--- src/rtl/gnrl_pkg.sv ---
// Shared definitions for the gnrl_* blocks: default widths and the delay-meter
// one-hot state encoding.
package gnrl_pkg;

    localparam int GNRL_DELAY_WIDTH = 32;

    localparam logic [2:0] GNRL_DM_IDLE     = 3'b001;
    localparam logic [2:0] GNRL_DM_COUNT    = 3'b010;
    localparam logic [2:0] GNRL_DM_WAIT_LOW = 3'b100;

    typedef enum logic [2:0] {
        DM_IDLE     = GNRL_DM_IDLE,
        DM_COUNT    = GNRL_DM_COUNT,
        DM_WAIT_LOW = GNRL_DM_WAIT_LOW
    } gnrl_dm_state_e;

endpackage

--- src/rtl/gnrl_edge_det.sv ---
// One-bit rising-edge detector. The previous-sample register resets to
// RESET_VAL so a level already high at reset release is not seen as an edge.
module gnrl_edge_det #(
    parameter logic RESET_VAL = 1'b1
) (
    input  logic CLK,
    input  logic RESET,
    input  logic D,
    output logic RISE
);

    logic prev;

    always_ff @(posedge CLK or posedge RESET) begin
        if (RESET) begin
            prev <= RESET_VAL;
        end else begin
            prev <= D;
        end
    end

    assign RISE = D & ~prev;

endmodule

--- src/rtl/gnrl_pulse_delay_meter.sv ---
// Measures CLK cycles from a START_IN rising edge to the next STOP_IN rising
// edge, with optional timeout and counter saturation; one result per activation.
module gnrl_pulse_delay_meter
    import gnrl_pkg::*;
#(
    parameter int DELAY_WIDTH = GNRL_DELAY_WIDTH
) (
    input  logic                   CLK,
    input  logic                   RESET,
    input  logic                   START_IN,
    input  logic                   STOP_IN,
    input  logic [DELAY_WIDTH-1:0] TIMEOUT,
    output logic [DELAY_WIDTH-1:0] DELAY_OUT,
    output logic                   TIMED_OUT,
    output logic                   DELAY_VALID,
    output logic                   BUSY
);

    gnrl_dm_state_e         state;
    logic [DELAY_WIDTH-1:0] cnt;
    logic [DELAY_WIDTH-1:0] to_reg;
    logic                   start_rise;
    logic                   stop_rise;

    gnrl_edge_det #(.RESET_VAL(1'b1)) u_start_det (
        .CLK   (CLK),
        .RESET (RESET),
        .D     (START_IN),
        .RISE  (start_rise)
    );

    gnrl_edge_det #(.RESET_VAL(1'b1)) u_stop_det (
        .CLK   (CLK),
        .RESET (RESET),
        .D     (STOP_IN),
        .RISE  (stop_rise)
    );

    always_ff @(posedge CLK or posedge RESET) begin
        if (RESET) begin
            state       <= DM_IDLE;
            cnt         <= '0;
            to_reg      <= '0;
            DELAY_OUT   <= '0;
            TIMED_OUT   <= 1'b0;
            DELAY_VALID <= 1'b0;
        end else begin
            case (state)
                DM_IDLE: begin
                    DELAY_VALID <= 1'b0;
                    // A stop edge coinciding with the start edge is deliberately ignored.
                    if (start_rise) begin
                        cnt    <= DELAY_WIDTH'(1);
                        to_reg <= TIMEOUT;
                        state  <= DM_COUNT;
                    end
                end
                DM_COUNT: begin
                    // Stop wins over timeout and saturation when they coincide.
                    if (stop_rise) begin
                        DELAY_OUT   <= cnt;
                        TIMED_OUT   <= 1'b0;
                        DELAY_VALID <= 1'b1;
                        state       <= DM_WAIT_LOW;
                    end else if ((to_reg != '0) && (cnt == to_reg)) begin
                        DELAY_OUT   <= to_reg;
                        TIMED_OUT   <= 1'b1;
                        DELAY_VALID <= 1'b1;
                        state       <= DM_WAIT_LOW;
                    end else if (cnt == '1) begin
                        DELAY_OUT   <= '1;
                        TIMED_OUT   <= 1'b1;
                        DELAY_VALID <= 1'b1;
                        state       <= DM_WAIT_LOW;
                    end else begin
                        cnt <= cnt + DELAY_WIDTH'(1);
                    end
                end
                DM_WAIT_LOW: begin
                    DELAY_VALID <= 1'b0;
                    if (!START_IN) begin
                        state <= DM_IDLE;
                    end
                end
                default: begin
                    state       <= DM_IDLE;
                    DELAY_VALID <= 1'b0;
                end
            endcase
        end
    end

    assign BUSY = (state != DM_IDLE);

endmodule

--- config.mk ---
export PLATFORM = sky130hd
export DESIGN_NAME = gnrl_pulse_delay_meter
export DESIGN_NICKNAME = d
export VERILOG_FILES = /design/src/rtl/gnrl_pkg.sv /design/src/rtl/gnrl_edge_det.sv /design/src/rtl/gnrl_pulse_delay_meter.sv
export SDC_FILE = /design/constraint.sdc
export NUM_CORES = 1
export LEC_CHECK = 0
export ABC_AREA = 1
export CORE_MARGIN = 2
export CORE_UTILIZATION = 50
export CTS_BUF_LIST = sky130_fd_sc_hd__clkbuf_2
export DETAILED_ROUTE_END_ITERATION = 10
export HOLD_SLACK_MARGIN = 0.06
export PLACE_DENSITY = 0.75
export SLEW_MARGIN = 40
export SYNTH_ARGS = -nofsm -noshare
export SYNTH_HDL_FRONTEND = slang
export SYNTH_HIERARCHICAL = 1
export SYNTH_SLANG_ARGS = --single-unit
--- constraint.sdc ---
create_clock -name CLK -period 2.8 [get_ports CLK]
set_clock_uncertainty 0.2 [all_clocks]
set_input_delay 0.28 -clock CLK [delete_from_list [all_inputs] [get_ports CLK]]
set_output_delay 0.28 -clock CLK [all_outputs]
set_load 0.1 [all_outputs]
==> flow_metrics.py <==
metrics = {
    "outcome": {
        "outcome": "finished clean",
    },
    "place": {
        "gp_congestion": 1.008,
        "dp_slack_ps": 326.8,
        "hpwl_microns": 14170,
        "placed_area_sq_um": 7376,
        "port_buffers": 70,
    },
    "cells_and_area": {
        "fillers": 1240,
        "diodes": 0,
        "seq_area_sq_um": 2581,
        "fin_area_sq_um": 7806,
        "area_growth_pct": 17.89,
        "fin_nets": 1139,
        "layout-drive-gt1-share": 0.08770,
        "fin_util": 0.5966,
        "multi_input_area_sq_um": 3401,
    },
    "global_routing": {
        "antenna_found_initial": 0,
        "grt.total_usage": 0.2897,
        "grt_pass1_vias": 6326,
        "grt_max_degree": 96,
        "grt_remaining_overflow": 0,
        "grt_pass1_wl_microns": 32330,
    },
    "routing": {
        "firstDrtPassIters": 5,
        "drtAntennaViolNets": 0,
        "drt-vias-per-instance": 5.276,
        "first_iter_violations": 660,
        "drc_errors": 0,
        "num_vias": 6764,
        "finalWirelength_microns": 19490,
        "routedWlPerCell_microns": 15.21,
    },
    "cts": {
        "cts_max_level": 3,
        "post-cts-setup-buffers": 0,
        "clkLatencyLatePin_ps": 640,
        "cts.sinks": 103,
        "clkTransAtPathRegs_ps": 250,
        "clockRootBuffer": "clkbuf_2",
        "cts_tree": "done",
        "ctsHoldBuffers": 33,
        "ctsResizeCount": 0,
        "cts_buffers": 9,
        "cts_max_path_buffers": 2,
    },
    "critical_path": {
        "startpoint_type": "register",
        "worstPathArrival_ps": 2070,
        "criticalPathCategory": "reg2out",
        "reg2reg_from": "cnt[0]",
        "crit_required_ps": 2320,
        "endpoint_kind": "output port",
        "critPathMaxFanout": 3,
        "crit_start": "state[0]",
    },
    "timing": {
        "finalCritPeriodShare": 0.9102,
        "setup_viol": 0,
        "worst_slew_pin_slew_ps": 575.0,
        "setup_tns_ps": 0,
        "final_hold_viol_count": 0,
        "slew_headroom": 0.6161,
        "rsz0062_at_grt": "no",
        "slew_violations": 0,
        "period_minus_slack_ps": 2549,
        "clock.fmax_ghz": 0.3924,
        "layout_setup_ws_ps": 251.4,
    },
    "synthesis": {
        "syn-instance-count": 1020,
        "synth_cell_types": 36,
        "synth_seq_area_share": 0.3898,
        "synth_warnings": 6,
        "synth_area_per_cell_sq_um": 6.492,
        "synth_fp_nets": 1057,
        "ys_ff_latch": 103,
        "syn_area_sq_um": 6621,
    },
    "pwr": {
        "power.internal_uw": 3170,
        "seqPwrFrac": 0.330,
        "p_leak_uw": 0.003747,
        "combPwrFrac": 0.572,
        "pwr-share-clk": 0.098,
        "switchingPower_uw": 4117,
        "vdd.ir_drop.worst_mv": 0.4547,
        "p_per_area_nw_per_um2": 933.5,
        "p_sw_frac": 0.5650,
    },
    "floorplan": {
        "die_h_microns": 119.1,
        "coreArea_sq_um": 13090,
        "row_count": 42,
        "die-area_sq_um": 14180,
        "dieWidth_microns": 119.1,
        "start_util": 0.5060,
        "pin_count": 71,
    },
    "run": {
        "maxCapViolations": 0,
    },
    "hold_path": {
        "hp-start": "TIMEOUT[28]",
        "hold_path.class": "in2reg",
    },
}
final cells by class:
| cell class | count | share of cell area |
|---|---|---|
| Clock buffer | 10 | 0.006411 |
| Clock inverter | 5 | 0.006411 |
| Inverter | 109 | 0.05289 |
| Multi-Input combinational cell | 758 | 0.4356 |
| Sequential cell | 103 | 0.3307 |
| Tap cell | 176 | 0.02821 |
| Timing Repair Buffer | 121 | 0.1398 |
layer usage:
layer | global-route usage | routed length [microns]
met5 | 0 | 0
met4 | 0.1205 | 629
met3 | 0.04933 | 1433
met2 | 0.4379 | 8634
met1 | 0.4117 | 8795
worst paths after layout:
check | to | slack, ps | depth (start not counted)
worst max-delay path | BUSY | 250 | 4
worst min-delay path | to_reg[28] | 90 | 3
worst max register to register | DELAY_OUT[31] | 290 | 11
worst min register to register | DELAY_VALID | 350 | 1
max in group asynchronous | state[0] | 1390 | 4
min in group asynchronous | DELAY_OUT[7] | 250 | 3
cells in the mapped netlist (all sizes together):
cell      n  area, sq um
nand2   407         1540
nor2    115        451.7
inv     108        405.4
dfrtp   100         2502
nand3    46        265.3
o21ai    43        215.2
a21oi    42        210.2
nand4    42        262.8
nor3     32        182.7
buf      28        158.9
clkbuf   22        83.83
xor2     12        105.1
xnor2     6        52.55
dfstp     3        78.83
a31oi     2        12.51
mux2      2        22.52
nor3b     2        15.01
nor4      2        12.51
and2      1        6.260
and3      1        6.260
clkinv    1        3.750
ha        1        12.51
nand3b    1        7.510
o21a      1        7.510
worst max-delay path, cell delays in order, from the launching register on:
cell and delay [ps]:
dfstp_2 610, inv_1 60, nor3_1 350, inv_1 160
buf_4 270
power groups by stage:
stage	registers, uW	logic (uW)	clock network [uW]
floorplan	4130	1370	0
global placement	2410	4090	0
detailed placement	2430	4120	0
CTS	2390	4160	723
global route	2470	4430	789
finish	2410	4170	712
cell usage in the layout, fill, tap and decap left out, drive strengths merged:
| cell | netlist | layout |
|---|---|---|
| buf | 28 | 53 |
| and3 | 1 | 1 |
| nor2 | 115 | 115 |
| clkinvlp | 0 | 1 |
| a21oi | 42 | 42 |
| nor4 | 2 | 2 |
| nand3b | 1 | 1 |
| clkbuf | 22 | 10 |
| o21ai | 43 | 43 |
| nor3 | 32 | 32 |
| a31oi | 2 | 2 |
| inv | 108 | 107 |
| bufinv | 0 | 1 |
| xor2 | 12 | 12 |
| nand4 | 42 | 42 |
| dfstp | 3 | 3 |
| xnor2 | 6 | 6 |
| mux2 | 2 | 2 |
| nand2 | 407 | 407 |
| nand3 | 46 | 46 |
| clkdlybuf4s50 | 0 | 35 |
| o21a | 1 | 1 |
| ha | 1 | 1 |
| and2 | 1 | 1 |
| dlygate4sd3 | 0 | 33 |
| dfrtp | 100 | 100 |
| clkinv | 1 | 5 |
| nor3b | 2 | 2 |
through the flow:
stage	hold slack [ps]	cells	total power, uW
finish	91.47	1282	7287
global route	60.19	1282	7689
CTS	64.13	1282	7276
detailed placement	280.8	1234	6547
global placement	292.8	1234	6499
floorplan	-30.30	1020	5501
cells by family (layout without fill, tap and decap cells):
group                    after synthesis  after routing  synth area share
adder cells (fa/ha/maj)                1              1          0.001889
AND/OR/NAND/NOR                      649            649            0.4153
buffers and inverters                159            245           0.09845
flip-flops                           103            103            0.3898
XOR/XNOR                              18             18           0.02381
AO/OA/AOI/OAI                         88             88           0.06727
multiplexers                           2              2          0.003401
(Power assumes the default switching activity.)
